### config.mk
export PLATFORM = sky130hd
export DESIGN_NAME = mem_port_arbiter
export DESIGN_NICKNAME = d
export VERILOG_FILES = /design/src/rtl/mem_port_arbiter_pkg.sv /design/src/rtl/mem_port_arbiter_rd_track_pipe.sv /design/src/rtl/mem_port_arbiter.sv
export SDC_FILE = /design/constraint.sdc
export NUM_CORES = 1
export LEC_CHECK = 0
export BUFFER_PORTS_ARGS = -buffer_cell sky130_fd_sc_hd__buf_2
export CORE_MARGIN = 2
export CORE_UTILIZATION = 46
export CTS_CLUSTER_SIZE = 14
export DETAILED_ROUTE_END_ITERATION = 16
export MAX_ROUTING_LAYER = met4
export PLACE_DENSITY = 0.85
export SLEW_MARGIN = 5
export SYNTH_ARGS = -nofsm -noshare
export SYNTH_HDL_FRONTEND = slang
export SYNTH_SLANG_ARGS = --single-unit
export TNS_END_PERCENT = 50
### constraint.sdc
create_clock -name clk -period 3.35 [get_ports clk]
set_input_delay 0.5025 -clock clk [delete_from_list [all_inputs] [get_ports clk]]
set_output_delay 0.5025 -clock clk [all_outputs]
set_load 0.01 [all_outputs]
### src/rtl/mem_port_arbiter_pkg.sv
// Shared types and constants for the two-requester main-memory line arbiter.
// Latency: n/a (definitions only).
// Backpressure: n/a (definitions only).
package mem_port_arbiter_pkg;

  typedef enum logic [1:0] {
    IDLE  = 2'd0,
    ISSUE = 2'd1,
    DRAIN = 2'd2,
    DONE  = 2'd3
  } arb_state_t;

  localparam int NUM_BANKS = 4;
  localparam int BEATS     = 4;

  // Requester identities as stored in the owner register.
  localparam logic REQ_I = 1'b0;
  localparam logic REQ_D = 1'b1;

endpackage

### src/rtl/mem_port_arbiter_rd_track_pipe.sv
// Tracks outstanding read beats: shift register of {valid, beat}, RD_LAT deep.
// Latency: an entry pushed in cycle c is presented at the output in cycle c+RD_LAT.
// Backpressure: none; one push per cycle at most, the pipe always advances.
module rd_track_pipe #(
  parameter int RD_LAT = 2
) (
  input  logic       clk,
  input  logic       rst_n,
  input  logic       push,
  input  logic [1:0] push_beat,
  output logic       out_vld,
  output logic [1:0] out_beat,
  output logic       empty
);

  logic [RD_LAT-1:0] vld;
  logic [1:0]        bt [RD_LAT];

  // Advance every stage each cycle; stage 0 takes the newly issued beat.
  always_ff @(posedge clk or negedge rst_n) begin
    if (!rst_n) begin
      vld <= '0;
      for (int i = 0; i < RD_LAT; i++) begin
        bt[i] <= 2'd0;
      end
    end else begin
      vld[0] <= push;
      bt[0]  <= push_beat;
      for (int i = 1; i < RD_LAT; i++) begin
        vld[i] <= vld[i-1];
        bt[i]  <= bt[i-1];
      end
    end
  end

  assign out_vld  = vld[RD_LAT-1];
  assign out_beat = bt[RD_LAT-1];
  assign empty    = ~|vld;

endmodule

### src/rtl/mem_port_arbiter.sv
// Arbitrates the four-bank main memory between I-cache (0) and D-cache (1) per 4-beat line.
// Latency: grant one cycle after a request is seen in IDLE; beats then issue one per free-bank cycle.
// Backpressure: a beat whose bank reports mem_busy is held with no strobe until the bank frees.
module mem_port_arbiter
  import mem_port_arbiter_pkg::*;
#(
  parameter int DATA_W = 16,
  parameter int RD_LAT = 2
) (
  input  logic                 clk,
  input  logic                 rst_n,
  input  logic                 req0,
  input  logic                 req1,
  input  logic                 wr0,
  input  logic                 wr1,
  input  logic [12:0]          addr0,
  input  logic [12:0]          addr1,
  input  logic [DATA_W-1:0]    wdata0,
  input  logic [DATA_W-1:0]    wdata1,
  output logic                 grant0,
  output logic                 grant1,
  output logic [1:0]           beat,
  output logic                 rvalid0,
  output logic                 rvalid1,
  output logic [1:0]           rbeat,
  output logic [DATA_W-1:0]    rdata,
  output logic                 done0,
  output logic                 done1,
  output logic                 err0,
  output logic                 err1,
  output logic [15:0]          mem_addr,
  output logic                 mem_wr,
  output logic                 mem_rd,
  output logic [DATA_W-1:0]    mem_wdata,
  input  logic [DATA_W-1:0]    mem_rdata,
  input  logic [NUM_BANKS-1:0] mem_busy,
  input  logic                 mem_err
);

  arb_state_t        state, state_nxt;
  logic              owner;
  logic              own_wr;
  logic              rr_ptr;
  logic              err_flag;
  logic [12:0]       line_addr;
  logic [1:0]        beat_q;

  logic              grant_take;
  logic              grant_id;
  logic              issue;

  logic              pipe_out_vld;
  logic [1:0]        pipe_out_beat;
  logic              pipe_empty;

  logic              rvalid_q;
  logic [1:0]        rbeat_q;
  logic [DATA_W-1:0] rdata_q;

  // Next-state logic, arbitration choice and beat issue decision.
  always_comb begin
    state_nxt  = state;
    grant_take = 1'b0;
    grant_id   = rr_ptr;
    issue      = 1'b0;
    case (state)
      IDLE: begin
        if (req0 && req1) begin
          grant_take = 1'b1;
          grant_id   = rr_ptr;
        end else if (req0) begin
          grant_take = 1'b1;
          grant_id   = REQ_I;
        end else if (req1) begin
          grant_take = 1'b1;
          grant_id   = REQ_D;
        end
        if (grant_take) begin
          state_nxt = ISSUE;
        end
      end
      ISSUE: begin
        // The target bank of a beat is the beat index itself.
        if (!mem_busy[beat_q]) begin
          issue = 1'b1;
          if (beat_q == 2'(BEATS - 1)) begin
            state_nxt = own_wr ? DONE : DRAIN;
          end
        end
      end
      DRAIN: begin
        if (pipe_empty) begin
          state_nxt = DONE;
        end
      end
      DONE: begin
        state_nxt = IDLE;
      end
      default: begin
        state_nxt = IDLE;
      end
    endcase
  end

  // State register plus per-transaction context latched at grant.
  always_ff @(posedge clk or negedge rst_n) begin
    if (!rst_n) begin
      state     <= IDLE;
      owner     <= REQ_I;
      own_wr    <= 1'b0;
      rr_ptr    <= REQ_I;
      err_flag  <= 1'b0;
      line_addr <= 13'd0;
      beat_q    <= 2'd0;
    end else begin
      state <= state_nxt;
      if (grant_take) begin
        owner     <= grant_id;
        own_wr    <= (grant_id == REQ_D) ? wr1 : wr0;
        line_addr <= (grant_id == REQ_D) ? addr1 : addr0;
        beat_q    <= 2'd0;
        err_flag  <= 1'b0;
        // Round-robin only moves when both sides competed.
        if (req0 && req1) begin
          rr_ptr <= ~grant_id;
        end
      end else begin
        if (issue) begin
          beat_q <= beat_q + 2'd1;
        end
        // Errors accumulate but never cut the transaction short.
        if (mem_err && ((state == ISSUE) || (state == DRAIN))) begin
          err_flag <= 1'b1;
        end
      end
    end
  end

  rd_track_pipe #(
    .RD_LAT (RD_LAT)
  ) u_rd_track_pipe (
    .clk       (clk),
    .rst_n     (rst_n),
    .push      (mem_rd),
    .push_beat (beat_q),
    .out_vld   (pipe_out_vld),
    .out_beat  (pipe_out_beat),
    .empty     (pipe_empty)
  );

  // Capture memory read data as its tracking entry leaves the pipe.
  always_ff @(posedge clk or negedge rst_n) begin
    if (!rst_n) begin
      rvalid_q <= 1'b0;
      rbeat_q  <= 2'd0;
      rdata_q  <= '0;
    end else begin
      rvalid_q <= pipe_out_vld;
      if (pipe_out_vld) begin
        rdata_q <= mem_rdata;
        rbeat_q <= pipe_out_beat;
      end
    end
  end

  assign mem_rd    = issue && !own_wr;
  assign mem_wr    = issue && own_wr;
  assign mem_addr  = {line_addr, beat_q, 1'b0};
  assign mem_wdata = mem_wr ? ((owner == REQ_D) ? wdata1 : wdata0) : '0;
  assign beat      = beat_q;

  assign grant0  = (state != IDLE) && (owner == REQ_I);
  assign grant1  = (state != IDLE) && (owner == REQ_D);
  assign done0   = (state == DONE) && (owner == REQ_I);
  assign done1   = (state == DONE) && (owner == REQ_D);
  assign err0    = done0 && err_flag;
  assign err1    = done1 && err_flag;
  assign rvalid0 = rvalid_q && (owner == REQ_I);
  assign rvalid1 = rvalid_q && (owner == REQ_D);
  assign rbeat   = rbeat_q;
  assign rdata   = rdata_q;

endmodule

; Word-level counts from Yosys, hierarchy flattened
; Cells that the tools add are included.
[word_totals]
input_bits = 85
regBits = 46
output_inout_bits = 62
latchBits = 0
memories = 0
elab_cells = 73
mem_bits_rw = 0
rom_bits = 0
[op_classes]
n_div = 0
n_eq_ne = 8
n_mux = 27
add_sub_neg = 1
n_mul = 0
n_shift = 0
bitwise_logic = 2
n_lt_le_gt_ge = 1
n_reduce_logical = 21
[op_table]
columns = op, count
row1 = $mux W16, 2
row2 = $mux W1, 16
row3 = $mux W13, 1
row4 = $logic_and A1 B1 Y1, 12
row5 = $mux W2, 6
row6 = $ne A2 B2 Y1 const B, 4
row7 = $pmux W2 S4, 1
row8 = $eq A2 B2 Y1 const B, 3
row9 = $reduce_bool A2 Y1, 3
row10 = $reduce_and A4 Y1, 1
row11 = $lt A2 B3 Y1 const B, 1
row12 = $add A2 B1 Y2 const B, 1
row13 = $bmux W1 S2, 1
row14 = $eq A2 B1 Y1 const B, 1
row15 = $logic_not A2 Y1, 1
row16 = $not A1 Y1, 2
row17 = $reduce_and A2 Y1, 1
row18 = $reduce_or A2 Y1, 1
row19 = $logic_not A1 Y1, 1
row20 = $logic_or A1 B1 Y1, 1

; Longest topological paths before layout
; Gate-level depths: netlist (run 1).
[depth]
word_depth = 6
depth_mapped = 7
ltp_nobuf = 5

; Modules after synthesis
; A second synthesis (run 1) with hierarchy kept.
[hier_totals]
cells_unflattened = 227
hier_area_um2 = 2413.6
[by_module_without_submodules]
columns = mod, seq_area_each_um2, area_each_um2, n_inst, cells_each
row1 = mem_port_arbiter, 1001.0, 2244.7, 1, 218
row2 = rd_track_pipe, 150.1, 168.9, 1, 9

; Worst setup path before layout (run 1)
; Ideal clock, no wire load.
[synth_path]
path_kind = register to output
startpoint = register beat_q[0] (netlist: beat[0])
endpoint = output port mem_wdata[10]
path_buffers = 1
required_ns = 2.847
arrival_ns = 1.760
path_stages_with_launch = 5
slack_ns = 1.087
path_cell_list = dfrtp_1 > mux4_2 > nand3b_1 > buf_2 > nor2_1
[synth_between]
elab_chain_cells = 6
[synth_lines]
columns = item, line_no
row1 = from (decl), mem_port_arbiter.sv:46  ; logic [1:0] beat_q;
row2 = from (signal assigned), mem_port_arbiter.sv:129  ; beat_q <= beat_q + 2'd1;
row3 = $bmux W1 S2, mem_port_arbiter.sv:84  ; if (!mem_busy[beat_q]) begin
row4 = $mux W1 (not written as such), mem_port_arbiter.sv:84
row5 = $mux W1, mem_port_arbiter.sv:84
row6 = $mux W1, mem_port_arbiter.sv:66  ; case (state)
row7 = $logic_and A1 B1 Y1, mem_port_arbiter.sv:167  ; assign mem_wr = issue && own_wr;
row8 = $mux W16, mem_port_arbiter.sv:169  ; assign mem_wdata = mem_wr ? ((owner == REQ_D) ? wdata1 : wdata0) : '0;
row9 = to (decl), mem_port_arbiter.sv:34  ; output logic [DATA_W-1:0] mem_wdata,
; Every way passes these cells. The select of a mux whose other input is x is not followed.

; Final worst setup path (run 1)
[layout_path]
startpoint = register beat_q[0] (netlist: beat[0])
endpoint = output port mem_wdata[1]
; Same word-level chain as after synthesis.

==> results of run 1 <==
==> layout by cell type, fill, tap and decap left out, types with 2 or more instances in the layout <==
cell,synthesis,layout
buf_2,1,145
o21a_1,2,2
nand2_1,16,16
and2_1,2,2
dfrtp_1,46,46
nor2b_1,4,4
inv_1,7,7
ha_1,6,6
a21oi_1,4,4
and3_1,2,2
o2111ai_1,28,28
o21ai_0,3,3
mux2_2,18,18
nor2_1,19,19
buf_4,3,2
nand3b_1,2,2
clkbuf_8,0,5
mux2i_1,17,17
nand3_1,15,15
==> worst max-delay path by stage <==
stage | slack [ns] | startpoint | to | cells past startpoint
floorplan | 1.09 | beat[0]$_DFFE_PN0P_ | mem_wdata[10] | 4
global placement | 0.82 | mem_busy[3] | mem_wdata[14] | 5
detailed placement | 0.76 | mem_busy[3] | mem_wdata[10] | 5
global route | 0.23 | beat[0]$_DFFE_PN0P_ | mem_wdata[15] | 4
CTS | 0.46 | beat[0]$_DFFE_PN0P_ | mem_wdata[10] | 4
finish | 0.48 | beat[0]$_DFFE_PN0P_ | mem_wdata[1] | 4
==> through the flow <==
step	power (mW)	cells
final	2.64	426
after CTS	2.66	426
after global placement	2.26	418
after global routing	2.84	426
after floorplan	1.86	224
after detailed placement	2.32	418
==> flip-flops by register name, summed over array words and instances, names as in the netlist <==
name,flops
line_addr,13
err_flag,1
rdata,16
owner,1
own_wr,1
beat,2
u_rd_track_pipe.bt,2
u_rd_track_pipe.out_beat,2
rvalid_q,1
rbeat,2
rr_ptr,1
u_rd_track_pipe.vld,2
state,2
==> synthesized netlist by cell type <==
cell and instances:
a2111oi_4 1, a211oi_1 1, a21oi_1 4, a31oi_1 1, and2_1 2, and3_1 2
buf_1 3, buf_2 1, buf_4 3, clkbuf_1 16, conb_1 1, dfrtp_1 46
ha_1 6, inv_1 7, mux2_2 18, mux2_4 1, mux2i_1 17, mux4_2 1
nand2_1 16, nand3_1 15, nand3b_1 2, nor2_1 19, nor2b_1 4, nor3_1 1
nor3b_1 1, o2111ai_1 28, o21a_1 2, o21ai_0 3, or3_1 1, xnor2_1 1
==> power by group through the flow <==
stage	clock network (mW)	registers, mW	logic (mW)
after floorplan	0	1.05	0.807
after global placement	0	1.06	1.20
after detailed placement	0	1.08	1.24
after CTS	0.340	1.08	1.24
after global routing	0.363	1.12	1.36
final	0.331	1.07	1.23
==> final cells by class <==
cell class | instances | area, sq um | area share, %
Timing Repair Buffer | 147 | 741 | 23.0
Sequential cell | 46 | 1150 | 35.8
Clock inverter | 2 | 13.8 | 0.428
Inverter | 7 | 26.3 | 0.817
Tap cell | 70 | 87.6 | 2.72
Clock buffer | 6 | 72.6 | 2.26
Multi-Input combinational cell | 148 | 1120 | 35.0
==> metal layers <==
layer | track usage, % | share of wire (%)
met4 | 7.45 | 1.6
met3 | 4.38 | 6.0
met1 | 26.6 | 42
met5 | - | 0
met2 | 37.2 | 50
==> cells by family (layout without fill, tap and decap cells) <==
group,Yosys count,after routing,share of synthesized area [%]
DFF,46,46,47.9
AOI/OAI and AO/OA,40,40,14.0
adders and majority gates,6,6,3.13
buffers and inverters,30,162,5.21
other,1,1,0.156
and+or+nand+nor,63,63,12.1
muxes,37,37,17.1
xor gates and xnor gates,1,1,0.365
==> impl_results.md, run 1 <==
* Status: finished clean
* Setup TNS at 0 ns
* Clk_skew at 0.00873 ns
* Synthesized net count at 315
* Post-layout util at 63.4%
* Top delay family on crit path: simple AND/OR/NAND/NOR gates
* CP max-delay cell: mux4_2
* Post-DP HPWL at 4570 um
* Worst Hold Class: in -> async
* TritonCTS Sinks at 46
* Final ANT Viol Nets at 0
* Post-CTS Repair Setup Buffers at 0
* Number of global-route vias before repair at 2,212
* H-tree depth at 2
* Crit path cell chain: mux4_2 -> nand3b_1 -> nor2_1 -> buf_2
* Synth warn at 0
* Die Ht at 76.2 um
* Register-to-Register Path Depth at 3
* Reg2Reg Setup Slack at 1.35 ns
* Largest net degree at the start of global routing at 47
* Max VDD drop at 410 uV
* Worst Path Arrival at 2.37 ns
* Pins over their slew limit at 0
* N_diodes at 0
* Reg clk slew, reported paths at 0.09 ns
* # fillers at 440
* Switching Fraction at 40.6%
* Switching Power at 1.07 mW
* Slowest Stage Delay on Critical Path at 0.63 ns
* Fmax at 348 MHz
* Fin crit period at 2.87 ns
* DR WL/cell at 14.4 um
* Endpoints failing setup at 0
* Share of layout cells above drive strength 1 at 49.2%
* Clock Latency Late Sink at 0.30 ns
* Vias after detailed routing at 2,208
* DRC at 0
* Unrepaired setup endpoints after global routing: no
* Fin. Hold Viols at 0
* Synth area leader: dfrtp_1
* PortBufs at 145
* Worst Max-Slew Pin Slew at 1.05 ns
* Cell area after layout at 0.00322 sq mm
* Clock power share at 12.6%
* Fin worst setup slack at 0.480 ns
* Crit path launch type: flop
* Drt first pass iters at 4
* Flop pwr share at 40.8%
* I/O pin total at 147
* Pint at 1.57 mW
* DRT Wirelength at 6150 um
* Wire length of the first global-routing pass at 10,300 um
* Ranking of synthesized cells by area: dfrtp_1, o2111ai_1, mux2_2
* CP Data Required Time at 2.85 ns
* Power per cell area at 819 mW/mm^2
* Sequential area share after synthesis at 47.9%
* CP Max Fanout at 17
* Die ar. at 0.00581 sq mm
* Avg Synthesized Cell Area at 10.7 sq um
* Max Cap Viol at 0
* Hold-fix buffers at CTS at 0
* # rows at 26
* Area after DPL at 0.00313 sq mm
* Starting Density at 47.3%
* Area share of the largest cell type after synthesis at 47.9%
* Starting DRT DRC Count at 63
* Period utilization at 85.7%
* CTS Root Cell: clkbuf_8
* R2r startpoint: beat[0]$_DFFE_PN0P_
* Crit Reg-Reg Endpoint: state[1]$_DFFE_PN0P_
* Gate power share at 46.7%
* Synth Instances at 224
* Via density per instance at 5.18
* Post-CTS Resized at 0
* CTS Buf Count at 5
* GP Congestion at 0.810
* CP Buf/Inv Count at 1
* Pre-CTS setup slack at 0.764 ns
* Initial antenna violation count at 0
* Synthesized area at 0.00240 sq mm
* GR Overflow Total at 0
* FF+latch count, synth at 46
* Core area at 0.00507 sq mm
* WHS at 0.357 ns
* Total GRT Usage at 22.1%
* Distinct cell type count after synthesis at 30
* Leak pwr at 1.72 nW
* CTS tree: yes
* CP endpoint kind: output port
* Clk buf depth at 2
* Die X at 76.2 um
* Rel. slew slack at 29.7%
* P&R area growth vs syn at 34.0%
* CP Class: reg -> out
* Nets at 446
Note: power is estimated with default switching activity, not from simulation.
==> inputs of run 2 (changes only) <==
- MAX_ROUTING_LAYER: met4 -> not set
==> impl_results.md, run 2 (synthesis gave the netlist of run 1 again) <==
* Final ANT Viol Nets at 0 (unchanged)
* Wire length of the first global-routing pass at 10,300 um (about the same)
* H-tree depth at 2 (unchanged)
* Footprint of the multi-input gates at 0.00112 sq mm (unchanged)
* Max Cap Viol at 0 (unchanged)
* Worst Hold Class: in -> async
* CP Data Required Time at 2.85 ns (about the same)
* Post-layout util at 63.4% (unchanged)
* Leak pwr at 1.72 nW (unchanged)
* Slowest Stage Delay on Critical Path at 0.63 ns (about the same)
* Post-CTS Resized at 0 (unchanged)
* Post-CTS Repair Setup Buffers at 0 (unchanged)
* N_diodes at 0 (unchanged)
* CP max-delay cell: mux4_2
* PortBufs at 145 (unchanged)
* CTS Buf Count at 5 (unchanged)
* CP endpoint kind: output port
* Crit path cell chain: mux4_2 -> nand3b_1 -> nor2_1 -> buf_2
* Vias after detailed routing at 2,219 (+0.50%)
* Pins over their slew limit at 0 (unchanged)
* Number of global-route vias before repair at 2,213 (+0.045%)
* Most common cell after layout, fill and taps aside: buf_2
* Setup TNS at 0 ns (unchanged)
* Max VDD drop at 410 uV (about the same)
* Via density per instance at 5.21 (+0.50%)
* DR WL/cell at 14.4 um (-0.34%)
* Nets at 446 (unchanged)
* Starting DRT DRC Count at 64 (+1.6%)
* CP Class: reg -> out
* Worst Path Arrival at 2.37 ns (about the same)
* Fin. Hold Viols at 0 (unchanged)
* Hold-fix buffers at CTS at 0 (unchanged)
* CP Max Fanout at 17 (unchanged)
* Share of layout cells above drive strength 1 at 49.2% (unchanged)
* DRC at 0 (unchanged)
* # rows at 26 (unchanged)
* DRT Wirelength at 6130 um (-0.34%)
* GR Overflow Total at 0 (unchanged)
* CP Buf/Inv Count at 1 (unchanged)
* Commonest non-fill, non-tap cells in the layout: buf_2, dfrtp_1, o2111ai_1
* Clk buf depth at 2 (unchanged)
* CTS tree: yes
* Worst Max-Slew Pin Slew at 1.04 ns (-0.0104 ns)
* Starting Density at 47.3% (unchanged)
* Unrepaired setup endpoints after global routing: no
* Register Area at 0.00115 sq mm (unchanged)
* Total GRT Usage at 21.5% (-0.59 points)
* Status: finished clean
* Largest register FFs at 16 (unchanged)
* Die Ht at 76.2 um (unchanged)
* Clk_skew at 0.00873 ns (+0.00000260 ns)
* # fillers at 440 (unchanged)
* Power per cell area at 819 mW/mm^2 (about the same)
* Core area at 0.00507 sq mm (unchanged)
* P&R area growth vs syn at 34.0% (unchanged)
* Period utilization at 85.7% (about the same)
* Drt first pass iters at 4 (unchanged)
* Post-DP HPWL at 4570 um (unchanged)
* Crit path launch type: flop
* Clock Latency Late Sink at 0.30 ns (about the same)
* Fmax at 348 MHz (about the same)
* Die ar. at 0.00581 sq mm (unchanged)
* Initial antenna violation count at 0 (unchanged)
* I/O pin total at 147 (unchanged)
* Reg clk slew, reported paths at 0.09 ns (about the same)
* Fin crit period at 2.87 ns (-0.000181 ns)
* Largest net degree at the start of global routing at 47 (unchanged)
* Endpoints failing setup at 0 (unchanged)
* CTS Root Cell: clkbuf_8
* Rel. slew slack at 30.4% (+0.70 points)
* GP Congestion at 0.799 (-1.4%)
* TritonCTS Sinks at 46 (unchanged)
* Top delay family on crit path: simple AND/OR/NAND/NOR gates
* Die X at 76.2 um (unchanged)
==> run 2: cell counts in the layout (fill, tap and decap cells not counted) <==
No cell type changed its count.
==> run 2: worst paths after layout <==
check / startpoint / to / slack, ns / cells after the start
setup / recovery: beat[0]$_DFFE_PN0P_ / mem_wdata[1] / 0.48 / 4
hold / removal: rst_n / rdata[11]$_DFFE_PN0P_ / 0.36 / 1
setup reg to reg: beat[0]$_DFFE_PN0P_ / state[1]$_DFFE_PN0P_ / 1.35 / 3
hold reg to reg: u_rd_track_pipe.bt[2]$_DFF_PN0_ / u_rd_track_pipe.out_beat[0]$_DFF_PN0_ / 0.37 / 0
max in group asynchronous: rst_n / state[0]$_DFFE_PN0P_ / 2.36 / 1
min in group clk: u_rd_track_pipe.bt[2]$_DFF_PN0_ / u_rd_track_pipe.out_beat[0]$_DFF_PN0_ / 0.37 / 0
==> run 2: worst register-to-register path, stage by stage, from the launching register on <==
cell       delay, ns
dfrtp_1         0.48
mux4_2          0.63
a2111oi_4       0.46
mux2_4          0.33
==> run 2: layer usage <==
metal	part of all wire, %	vias to the layer above	global-route usage (%)	routed length (um)
li1	-	1076	-	-
met1	42	1043	26.5	2590
met2	50	88	37.2	3070
met3	6.2	12	4.62	379
met4	1.5	0	7.45	95
met5	0	-	0	0
==> run 2: cell type report <==
type                       count  share of cell area (%)
clock inverter                 2                   0.428
timing repair buffer         147                    23.0
inverter                       7                   0.817
tap                           70                    2.72
sequential                    46                    35.8
multi-input combinational    148                    35.0
clock buffer                   6                    2.26
==> run 2: report_power, final <==
part	switching [mW]	internal, mW
registers	0.260	0.814
clock network	0.185	0.147
logic	0.625	0.604
==> run 2: metrics by stage <==
step | power, mW | hold WS [ns] | cell area (sq um) | setup WS [ns] | cells
2_1_floorplan | 1.86 | 0.207 | 2400 | 1.09 | 224
4_1_cts | 2.66 | 0.370 | 3220 | 0.458 | 426
3_5_place_dp | 2.32 | 0.342 | 3130 | 0.764 | 418
6_report | 2.64 | 0.357 | 3220 | 0.480 | 426
5_1_grt | 2.84 | 0.376 | 3220 | 0.230 | 426
3_3_place_gp | 2.26 | 0.333 | 3130 | 0.818 | 418
==> inputs of run 3 (changes only) <==
- CORE_UTILIZATION: 46 -> 43
- PLACE_DENSITY: 0.85 -> 0.8
- clock period: 3.35 -> 2.7 ns (I/O delays scaled with it)
==> impl_results.md, run 3 (synthesis gave the netlist of run 1 again) <==
* Status: finished clean
* Die Ht at 78.7 um (+3.3%)
* Rel. slew slack at 32.6% (+2.3 points)
* Crit path cell chain: mux4_2 -> nand3b_1 -> buf_4 -> nor2_1 -> buf_2
* Nets at 448 (+0.45%)
* Slowest Stage Delay on Critical Path at 0.62 ns (about the same)
* Clk buf depth at 2 (unchanged)
* Max Cap Viol at 0 (unchanged)
* Power per cell area at 1010 mW/mm^2 (+24%)
* Leak pwr at 1.74 nW (+0.64%)
* GR Overflow Total at 0 (unchanged)
* Total power at 3.29 mW (+25%)
* Number of global-route vias before repair at 2,181 (-1.4%)
* # rows at 27 (+3.8%)
* Final ANT Viol Nets at 0 (unchanged)
* Starting Density at 44.1% (-3.2 points)
* Worst Max-Slew Pin Slew at 1.01 ns (-0.0338 ns)
* Starting DRT DRC Count at 88 (+38%)
* DRC at 0 (unchanged)
* Total GRT Usage at 19.2% (-2.2 points)
* CTS tree: yes
* I/O pin total at 147 (unchanged)
* Fin crit period at 2.47 ns
* Setup TNS at 0 ns (unchanged)
* Share of layout cells above drive strength 1 at 49.7% (+0.56 points)
* CP max-delay cell: mux4_2
* WHS at 0.245 ns (-0.112 ns)
* # fillers at 489 (+11%)
* GP Congestion at 0.771 (-3.4%)
* CP Data Required Time at 2.30 ns (-0.55 ns)
* Core area at 0.00544 sq mm (+7.2%)
* CP Max Fanout at 17 (unchanged)
* H-tree depth at 2 (unchanged)
* Initial antenna violation count at 0 (unchanged)
* CP endpoint kind: output port
* Largest net degree at the start of global routing at 47 (unchanged)
* Crit path from: beat[0]$_DFFE_PN0P_
* Hold-fix buffers at CTS at 0 (unchanged)
* Reg2Reg Setup Slack at 0.71 ns (-0.64 ns)
* Register Area at 0.00115 sq mm (unchanged)
* Via density per instance at 5.23 (+0.32%)
* Crit path launch type: flop
* Max VDD drop at 566 uV (+38%)
* Clk_skew at 0.00794 ns (-0.000792 ns)
* Reg clk slew, reported paths at 0.09 ns (about the same)
* Post-CTS Resized at 0 (unchanged)
* Post-CTS Repair Setup Buffers at 1 (+1)
* Pins over their slew limit at 0 (unchanged)
* DR WL/cell at 14.1 um (-2.1%)
* Post-layout util at 59.6% (-3.8 points)
* Worst Hold Class: in -> async
* CP Class: reg -> out
* Endpoints failing setup at 0 (unchanged)
* Drt first pass iters at 4 (unchanged)
* CTS Buf Count at 5 (unchanged)
* Unrepaired setup endpoints after global routing: no
* TritonCTS Sinks at 46 (unchanged)
* Fmax at 405 MHz
* P&R area growth vs syn at 35.1%
* Largest register FFs at 16 (unchanged)
* Worst Path Arrival at 2.07 ns (-0.30 ns)
* Die X at 78.7 um (+3.3%)
* Footprint of the multi-input gates at 0.00112 sq mm (unchanged)
* N_diodes at 0 (unchanged)
* Most common cell after layout, fill and taps aside: buf_2
* Post-DP HPWL at 4430 um (-2.9%)
* Clock Latency Late Sink at 0.30 ns (about the same)
* PortBufs at 145 (unchanged)
* Vias after detailed routing at 2,247 (+1.3%)
* Wire length of the first global-routing pass at 9520 um (-7.6%)
* DRT Wirelength at 6060 um (-1.2%)
* CTS Root Cell: clkbuf_8
* Die ar. at 0.00620 sq mm (+6.6%)
* Fin. Hold Viols at 0 (unchanged)
* Period utilization at 91.5%
* Commonest non-fill, non-tap cells in the layout: buf_2, dfrtp_1, o2111ai_1
* R2r startpoint: beat[0]$_DFFE_PN0P_
==> run 3: changes by cell type in the layout (fill, tap and decap cells not counted), sizes merged <==
cell / delta
clkinvlp: +1
buf: +2
clkinv: -1
==> run 3: critical path: cells and delay by family, from the launching register on <==
family | cells | cell delay, ns
buf+inv | 2 | 0.34
simple gates | 2 | 0.33
flops | 1 | 0.47
mux | 1 | 0.62
==> run 3: report_power, final <==
part	leakage (nW)	internal (mW)	switching, mW	total (mW)
Clock	0.0472	0.206	0.231	0.437
Combinational	1.12	0.754	0.833	1.59
Sequential	0.568	1.01	0.255	1.27
==> run 3: final timing paths <==
check,endpoint,depth (start not counted)
max in group asynchronous,rvalid_q$_DFF_PN0_,1
min,line_addr[9]$_DFFE_PN0P_,1
min in group clk,rdata[9]$_DFFE_PN0P_,2
max,mem_wdata[10],5
min reg2reg,u_rd_track_pipe.out_beat[1]$_DFF_PN0_,0
max reg2reg,state[1]$_DFFE_PN0P_,3
==> run 3: per-layer routing <==
layer,GRT usage [%],share of wire [%],vias to the layer above
li1,-,-,1078
met1,22.4,42,1069
met2,34.0,50,93
met3,4.09,6.6,7
met4,8.42,1.5,0
met5,0,0,-
==> run 3: area by class of cell <==
type	instances	share of cell area (%)
clock buffer	6	2.55
timing repair buffer	149	23.3
tap	72	2.78
sequential	46	35.5
clock inverter	2	0.386
multi-input combinational	148	34.7
inverter	7	0.810
==> run 3: stage by stage <==
stage / setup WS [ns] / instance area, sq um / cells
final: 0.229 / 3240 / 430
after detailed placement: 0.260 / 3140 / 421
after floorplan: 0.535 / 2400 / 224
after CTS: 0.236 / 3240 / 430
after global routing: 0.0730 / 3240 / 430
after global placement: 0.354 / 3140 / 421
